[src/rtl/mem_stage_pkg.sv]
// Shared widths, load-op encodings and bus layouts for the MEM pipeline stage.
package mem_stage_pkg;

    localparam int ES_TO_MS_BUS_WD = 74;
    localparam int MS_TO_WS_BUS_WD = 70;
    localparam int MS_TO_DS_FWD_WD = 38;

    typedef enum logic [2:0] {
        LD_W  = 3'd0,
        LD_B  = 3'd1,
        LD_H  = 3'd2,
        LD_BU = 3'd3,
        LD_HU = 3'd4
    } ld_op_e;

    typedef struct packed {
        logic [2:0]  ld_op;
        logic        res_from_mem;
        logic        gr_we;
        logic [4:0]  dest;
        logic [31:0] alu_result;
        logic [31:0] pc;
    } es_to_ms_t;

    typedef struct packed {
        logic        gr_we;
        logic [4:0]  dest;
        logic [31:0] final_result;
        logic [31:0] pc;
    } ms_to_ws_t;

    typedef struct packed {
        logic        fwd_we;
        logic [4:0]  fwd_dest;
        logic [31:0] fwd_data;
    } ms_fwd_t;

endpackage

[src/rtl/mem_stage_if.sv]
// Signal bundle around the MEM stage: EX handshake, WB handshake, SRAM read data, ID forwarding.
interface mem_stage_if;
    import mem_stage_pkg::*;

    logic                       es_to_ms_valid;
    logic [ES_TO_MS_BUS_WD-1:0] es_to_ms_bus;
    logic                       ms_allowin;
    logic                       ms_to_ws_valid;
    logic [MS_TO_WS_BUS_WD-1:0] ms_to_ws_bus;
    logic                       ws_allowin;
    logic [31:0]                data_sram_rdata;
    logic [MS_TO_DS_FWD_WD-1:0] ms_to_ds_fwd_bus;

    // Surrounding pipeline / environment view.
    modport master (
        output es_to_ms_valid, es_to_ms_bus, ws_allowin, data_sram_rdata,
        input  ms_allowin, ms_to_ws_valid, ms_to_ws_bus, ms_to_ds_fwd_bus
    );

    // MEM stage view.
    modport slave (
        input  es_to_ms_valid, es_to_ms_bus, ws_allowin, data_sram_rdata,
        output ms_allowin, ms_to_ws_valid, ms_to_ws_bus, ms_to_ds_fwd_bus
    );

endinterface

[src/rtl/mem_stage_load_align.sv]
// Combinational load extraction: selects the byte/halfword at the low address bits and extends it.
module load_align
    import mem_stage_pkg::*;
(
    input  logic [31:0] mem_word,
    input  logic [1:0]  addr,
    input  logic [2:0]  ld_op,
    output logic [31:0] load_data
);

    logic [31:0] word_shift;
    logic [7:0]  byte_sel;
    logic [15:0] half_sel;

    assign word_shift = mem_word >> {addr, 3'b000};
    assign byte_sel   = word_shift[7:0];
    assign half_sel   = addr[1] ? mem_word[31:16] : mem_word[15:0];

    always_comb begin
        // NOTE: default assigned first so every path drives load_data -- no latch inferred.
        load_data = mem_word;
        case (ld_op)
            LD_B:    load_data = {{24{byte_sel[7]}}, byte_sel};
            LD_BU:   load_data = {24'd0, byte_sel};
            LD_H:    load_data = {{16{half_sel[15]}}, half_sel};
            LD_HU:   load_data = {16'd0, half_sel};
            default: load_data = mem_word;  // LD_W and unused encodings 5..7
        endcase
    end

endmodule

[src/rtl/mem_stage.sv]
// MEM stage: valid/allowin pipeline register, SRAM load-data capture across stalls,
// load alignment, WB bus and ID forwarding bus.
module mem_stage
    import mem_stage_pkg::*;
(
    input  logic       clk,
    input  logic       reset,
    mem_stage_if.slave pipe
);

    es_to_ms_t   es_in;
    es_to_ms_t   ms_r;
    ms_to_ws_t   ws_out;
    ms_fwd_t     fwd;

    logic        ms_valid;
    logic        first_cycle;
    logic        ms_ready_go;
    logic        ms_allowin;
    logic        accept;
    logic [31:0] rdata_buf;
    logic [31:0] mem_word;
    logic [31:0] load_data;
    logic [31:0] final_result;

    assign es_in       = pipe.es_to_ms_bus;
    assign ms_ready_go = 1'b1;
    assign ms_allowin  = !ms_valid || (ms_ready_go && pipe.ws_allowin);
    assign accept      = pipe.es_to_ms_valid && ms_allowin;

    // NOTE: sequential state uses non-blocking assignments so all flops update from pre-edge values.
    always_ff @(posedge clk) begin
        if (reset) begin
            ms_valid    <= 1'b0;
            first_cycle <= 1'b0;
        end else begin
            if (ms_allowin) begin
                ms_valid <= pipe.es_to_ms_valid;
            end
            first_cycle <= accept;
        end
    end

    // NOTE: payload registers are deliberately not reset; ms_valid qualifies them.
    always_ff @(posedge clk) begin
        if (accept) begin
            ms_r <= es_in;
        end
        if (first_cycle) begin
            rdata_buf <= pipe.data_sram_rdata;
        end
    end

    // SRAM data is only live the cycle after capture; later stall cycles read the buffered copy.
    assign mem_word = first_cycle ? pipe.data_sram_rdata : rdata_buf;

    load_align u_load_align (
        .mem_word  (mem_word),
        .addr      (ms_r.alu_result[1:0]),
        .ld_op     (ms_r.ld_op),
        .load_data (load_data)
    );

    assign final_result = ms_r.res_from_mem ? load_data : ms_r.alu_result;

    assign ws_out.gr_we        = ms_r.gr_we;
    assign ws_out.dest         = ms_r.dest;
    assign ws_out.final_result = final_result;
    assign ws_out.pc           = ms_r.pc;

    assign fwd.fwd_we   = ms_valid && ms_r.gr_we && (ms_r.dest != 5'd0);
    assign fwd.fwd_dest = ms_r.dest;
    assign fwd.fwd_data = final_result;

    assign pipe.ms_allowin       = ms_allowin;
    assign pipe.ms_to_ws_valid   = ms_valid && ms_ready_go;
    assign pipe.ms_to_ws_bus     = ws_out;
    assign pipe.ms_to_ds_fwd_bus = fwd;

endmodule

[src/flat_wrapper.sv]
// flat-port wrapper written by rule: the top's interface ports become plain ports
module mem_stage_flat import mem_stage_pkg::*;
  (clk, reset, pipe_es_to_ms_valid, pipe_es_to_ms_bus, pipe_ws_allowin, pipe_data_sram_rdata, pipe_ms_allowin, pipe_ms_to_ws_valid, pipe_ms_to_ws_bus, pipe_ms_to_ds_fwd_bus);
  mem_stage_if pipe_i ();
  input  logic clk;
  input  logic reset;
  input wire logic [$bits(pipe_i.es_to_ms_valid)-1:0] pipe_es_to_ms_valid;
  input wire logic [$bits(pipe_i.es_to_ms_bus)-1:0] pipe_es_to_ms_bus;
  input wire logic [$bits(pipe_i.ws_allowin)-1:0] pipe_ws_allowin;
  input wire logic [$bits(pipe_i.data_sram_rdata)-1:0] pipe_data_sram_rdata;
  output wire logic [$bits(pipe_i.ms_allowin)-1:0] pipe_ms_allowin;
  output wire logic [$bits(pipe_i.ms_to_ws_valid)-1:0] pipe_ms_to_ws_valid;
  output wire logic [$bits(pipe_i.ms_to_ws_bus)-1:0] pipe_ms_to_ws_bus;
  output wire logic [$bits(pipe_i.ms_to_ds_fwd_bus)-1:0] pipe_ms_to_ds_fwd_bus;
  assign pipe_i.es_to_ms_valid = pipe_es_to_ms_valid;
  assign pipe_i.es_to_ms_bus = pipe_es_to_ms_bus;
  assign pipe_i.ws_allowin = pipe_ws_allowin;
  assign pipe_i.data_sram_rdata = pipe_data_sram_rdata;
  assign pipe_ms_allowin = pipe_i.ms_allowin;
  assign pipe_ms_to_ws_valid = pipe_i.ms_to_ws_valid;
  assign pipe_ms_to_ws_bus = pipe_i.ms_to_ws_bus;
  assign pipe_ms_to_ds_fwd_bus = pipe_i.ms_to_ds_fwd_bus;
  mem_stage u_core (.clk(clk), .reset(reset), .pipe(pipe_i));
endmodule
[config.mk]
export PLATFORM = sky130hd
export DESIGN_NAME = mem_stage_flat
export DESIGN_NICKNAME = d
export VERILOG_FILES = /design/src/rtl/mem_stage_pkg.sv /design/src/rtl/mem_stage_if.sv /design/src/rtl/mem_stage_load_align.sv /design/src/rtl/mem_stage.sv /design/src/flat_wrapper.sv
export SDC_FILE = /design/constraint.sdc
export NUM_CORES = 1
export LEC_CHECK = 0
export BUFFER_PORTS_ARGS = -buffer_cell sky130_fd_sc_hd__buf_2
export CAP_MARGIN = 25
export CORE_UTILIZATION = 31
export DETAILED_ROUTE_END_ITERATION = 16
export REMOVE_ABC_BUFFERS = 1
export SLEW_MARGIN = 30
export SYNTH_ARGS = -nofsm -noshare
export SYNTH_HDL_FRONTEND = slang
export SYNTH_SLANG_ARGS = --single-unit
[constraint.sdc]
create_clock -name clk -period 6.85 [get_ports clk]
set_clock_uncertainty 0.1 [all_clocks]
set_input_delay 1.37 -clock clk [delete_from_list [all_inputs] [get_ports clk]]
set_output_delay 1.37 -clock clk [all_outputs]
set_load 0.02 [all_outputs]
# After elaboration in Yosys (flattened, before gate mapping)
# Cells that the tools add are included.
# Widths: inputs -> output; s select.
[totals] reg_bits=108 inputBits=110 output_inout_bits=110 word_cells=24
[op_classes] eq_ne=4 shifts=1 muxes=4 n_reduce_logical=6
[op_table] cell="$pmux 32 s4" n=1
[op_table] cell="$mux 32" n=2
[op_table] cell="$shr 32x5->8" n=1
[op_table] cell="$mux 16" n=1
[op_table] cell="$eq 3x2->1 const B" n=2
[op_table] cell="$reduce_bool 5->1" n=1
[op_table] cell="$eq 3x1->1 const B" n=1
[op_table] cell="$eq 3x3->1 const B" n=1
[op_table] cell="$logic_and 1x1->1" n=3
[op_table] cell="$logic_not 1->1" n=1
[op_table] cell="$logic_or 1x1->1" n=1

# Longest topological paths before layout
[logic_depth] ltp_word=4 mapped_depth=9 mapped_depth_nobuf=5

# By module
# From an unflattened synthesis, not the netlist that was laid out.
[hier_totals] cells_unflattened=381 area_unflattened_um2=5102.4
[modules_own_cells] module="mem_stage" n_inst=1 cells_each=262 area_per_inst_um2=4325.4 seq_area_each_um2=2902.8
[modules_own_cells] module="load_align" n_inst=1 cells_each=119 area_per_inst_um2=777.0 seq_area_each_um2=0.0

# Worst setup path before layout
# Ideal clock, no wire load.
[synth_path] path_type="in2out" startpoint="input port pipe_data_sram_rdata[15]" endpoint="output port pipe_ms_to_ws_bus[53]" t_arrival_ns=2.818 t_required_ns=5.380 setup_slack_ns=2.562 cell_stages=8 path_cell_list="mux2_4 > o22ai_2 > nor4_1 > or2_1 > buf_6 > buf_6 > o22a_1 > buf_4"
[synth_via] elab_chain_len=4 word_cells_on_any_way=5 classes_between="1 x shift; 4 x mux"
[synth_rtl] item="start: declaration" line_no="flat_wrapper.sv:10" source="input wire logic [$bits(pipe_i.data_sram_rdata)-1:0] pipe_data_sram_rdata;"
[synth_rtl] item="$mux 32 (*)" line_no="mem_stage.sv:55" source="assign mem_word = first_cycle ? pipe.data_sram_rdata : rdata_buf;"
[synth_rtl] item="$shr 32x5->8 or $mux 16 (tied branches)" line_no="mem_stage_load_align.sv:15, mem_stage_load_align.sv:17"
[synth_rtl] item="$pmux 32 s4 (*)" line_no="mem_stage_load_align.sv:22" source="case (ld_op)"
[synth_rtl] item="$mux 32 (*)" line_no="mem_stage.sv:64" source="assign final_result = ms_r.res_from_mem ? load_data : ms_r.alu_result;"
[synth_rtl] item="end: declaration" line_no="flat_wrapper.sv:13" source="output wire logic [$bits(pipe_i.ms_to_ws_bus)-1:0] pipe_ms_to_ws_bus;"
# Every way passes the cells marked *; elsewhere a longest branch is shown, timed or not.

# Worst setup path in the final report
[layout_path] startpoint="input port pipe_data_sram_rdata[23]" endpoint="output port pipe_ms_to_ds_fwd_bus[20]"
[layout_via] elab_chain_len=4
[layout_rtl] item="$mux 32" line_no="mem_stage.sv:55"
[layout_rtl] item="$shr 32x5->8" line_no="mem_stage_load_align.sv:15" source="assign word_shift = mem_word >> {addr, 3'b000};"
[layout_rtl] item="$pmux 32 s4" line_no="mem_stage_load_align.sv:22"
[layout_rtl] item="$mux 32" line_no="mem_stage.sv:64"
[layout_rtl] item="end: declaration" line_no="flat_wrapper.sv:14" source="output wire logic [$bits(pipe_i.ms_to_ds_fwd_bus)-1:0] pipe_ms_to_ds_fwd_bus;"
# Every way passes these cells.

==> results.yml <==
status:
  status: "complete, no violations"
detailed_routing:
  drt_wl_total_um: 13000
  wl_per_cell_um: 16.7
  remaining_drc_errors: 0
  routed_via_density: 4.59
  drt_iter0_markers: 97
  routed-via-count: 3562
  ant_nets: 0
  drt-pass1-iter-count: 4
placement:
  routabilityCongestion: 0.758
  pre_cts_ws_ns: 2.08
  hpwl_um: 9500
  portBuffers: 219
power_and_ir_drop:
  peakVddDrop_mv: 0.189
  powerDensity_mw_per_mm2: 272
  p_leak_nw: 2.63
grt:
  grt_max_degree: 76
  grt_pass1_wl_um: 18500
  grtUsageTotal: 0.151
  grt_overflow: 0
  antenna_found_initial: 0
  first_global_vias: 3549
critical_path:
  cp_common_cell: "buf_2"
  crit_chain: "buf_2 > mux2_2 > o22ai_2 > nor4_1 > or2_1 > o22a_1 > buf_2"
  cp-start-kind: "input pin"
  critPathMaxStageDelay_ns: 0.71
  arrival_ns: 3.23
  critPathKind: "input pin to output port"
  cpMaxStageDelayCell: "or2_1"
  worstPathRequired_ns: 5.38
  endpoint_kind: "output port"
  crit_fanout: 16
logic_synthesis:
  synth_area_mm2: 0.00516
  synthCells: 418
  synthDominantCellAreaShare: 0.431
  ys_ff_latch: 108
  synth.distinct_cells: 40
  ys_warn_count: 0
  synth_seq_area_share: 0.563
  synthTopCellsByArea: "edfxtp_1, dfxtp_1, buf_4"
  yosysTopAreaCell: "edfxtp_1"
  avgSynthCellArea_um2: 12.3
sta:
  finalSetupViolations: 0
  finalHoldViolations: 0
  period_minus_slack_ns: 4.70
  fin_crit_sh: 0.686
  rsz0062_at_grt: "no"
  slew_headroom: 0.438
  setup_ws_ns: 2.15
  hold_slack_ns: 0.377
  timing.setup.tns_ns: 0
  final_max_slew_viol_count: 0
  fmax_mhz: 213
  worstMarginPinSlew_ns: 0.844
cells_and_area:
  drive_gt1_frac: 0.513
  syn_to_final_growth_pct: 19.9
  fill_cells: 1596
  diodes: 0
  fin_nets: 666
floorplanning:
  num_rows: 46
  die_x_um: 131
  die_h_um: 131
  start_util: 0.321
  core-area_mm2: 0.0161
  pin_count: 220
  fp.dieArea_mm2: 0.0172
flow_run:
  maxCapViolations: 0
clock_network:
  cts_inserted_buffers: 9
  post_cts_buffers: 0
  ctsHoldBuffers: 0
  clock-sinks: 108
  cts_tree: "yes"
  cts.clk_slew.worst_paths_ns: 0.07
  htreeDepth: 3
  clk_latency_ns: 0.35
  cts_buffer_depth: 2
  root_buffer: "clkbuf_16"
  cts_resized: 0
min_path:
  min_path_type: "flip-flop to flip-flop"
[registers in the layout, summed over array words and instances, names as in the netlist]
signal / count
u_core.rdata_buf: 32
u_core.pipe.ms_to_ds_fwd_bus: 5
u_core.pipe.ms_to_ws_bus: 33
u_core.ms_r: 36
u_core.first_cycle: 1
u_core.pipe.ms_to_ws_valid: 1
[layout by cell type (no fill, tap or decap), drive strengths merged, types with 6 or more instances in the layout]
cell    Yosys  layout
a21oi      22      22
nor2       25      25
dfxtp      34      34
inv         8      11
o22a       17      17
buf        88     224
nand2      39      39
mux2i       6       6
mux4       10      10
mux2       32      32
o21ai       8       8
clkbuf      9       9
edfxtp     74      74
a21boi      7       7
[worst paths after layout]
kind / from / endpoint / slack (ns) / cells past startpoint
setup reg to reg: u_core.first_cycle / u_core.rdata_buf[22] / 5.05 / 2
hold reg to reg: u_core.rdata_buf[0] / u_core.rdata_buf[0] / 0.38 / 1
hold / removal: u_core.rdata_buf[0] / u_core.rdata_buf[0] / 0.38 / 1
setup / recovery: pipe_data_sram_rdata[23] / pipe_ms_to_ds_fwd_bus[20] / 2.15 / 7
[per-stage QoR]
stage / power, mW / instance area (µm²) / std cells / utilization
finish: 1.68 / 6190 / 776 / 0.385
global route: 1.76 / 6190 / 776 / 0.385
CTS: 1.71 / 6160 / 775 / 0.384
detailed placement: 1.20 / 5880 / 760 / 0.366
global placement: 1.19 / 5880 / 760 / 0.366
floorplan: 1.05 / 4470 / 321 / -
[cell usage after synthesis]
| library cell | instances |
|---|---|
| buf_6 | 3 |
| or2_2 | 1 |
| buf_1 | 1 |
| a22oi_1 | 1 |
| o311a_1 | 1 |
| a31oi_1 | 2 |
| buf_4 | 79 |
| mux2i_1 | 6 |
| mux4_2 | 10 |
| clkbuf_1 | 9 |
| or2_1 | 1 |
| a21boi_0 | 7 |
| nor3_1 | 3 |
| o211ai_1 | 2 |
| nor4_1 | 1 |
| nand2_1 | 39 |
| a32oi_1 | 1 |
| nor2_1 | 25 |
| nor3b_1 | 1 |
| mux2_2 | 30 |
| a21oi_1 | 22 |
| o22a_1 | 17 |
| dfxtp_1 | 34 |
| mux2_4 | 2 |
| xnor2_1 | 1 |
| buf_2 | 5 |
| a211oi_1 | 1 |
| a311oi_1 | 1 |
| a221o_1 | 1 |
| nand2b_1 | 5 |
| edfxtp_1 | 74 |
| and2_1 | 3 |
| xor2_1 | 2 |
| or3_1 | 1 |
| nor2b_1 | 2 |
| o22ai_2 | 2 |
| o22ai_1 | 1 |
| o21ai_0 | 8 |
| inv_1 | 8 |
| a221oi_1 | 5 |
[cells by family after synthesis]
| logic type | Yosys count | synth area share |
|---|---|---|
| flip-flops | 108 | 0.563 |
| buffers and inverters | 105 | 0.139 |
| AND/OR/NAND/NOR | 82 | 0.0679 |
| AO/OA/AOI/OAI | 72 | 0.0982 |
| multiplexers | 48 | 0.127 |
| XOR/XNOR | 3 | 0.00509 |
[critical path, delay by kind of cell]
family / cells / cell delay (ns)
and+or+nand+nor: 2 / 1.00
AOI/OAI and AO/OA: 2 / 0.39
buffers and inverters: 2 / 0.27
muxes: 1 / 0.18
[per-layer routing]
| layer | GRT usage | up-vias | part of all wire |
|---|---|---|---|
| met5 | 0 | - | 0 |
| met4 | 0.0521 | 0 | 0.020 |
| met3 | 0.0586 | 15 | 0.076 |
| met2 | 0.265 | 156 | 0.50 |
| met1 | 0.164 | 1690 | 0.40 |
| li1 | - | 1701 | - |
[power breakdown]
part,switching (mW),internal [mW],total (mW)
Sequential,0.0286,0.762,0.791
Combinational,0.230,0.156,0.386
Clock,0.251,0.253,0.505
[cell type report]
class,count,area [µm²],area share
multi-input combinational,205,1550,0.250
tap,216,270,0.0437
clock buffer,9,225,0.0364
inverter,8,30.0,0.00485
sequential,108,2900,0.469
clock inverter,6,57.6,0.00930
timing repair buffer,224,1150,0.186
Power figures use the tool's default switching activity.
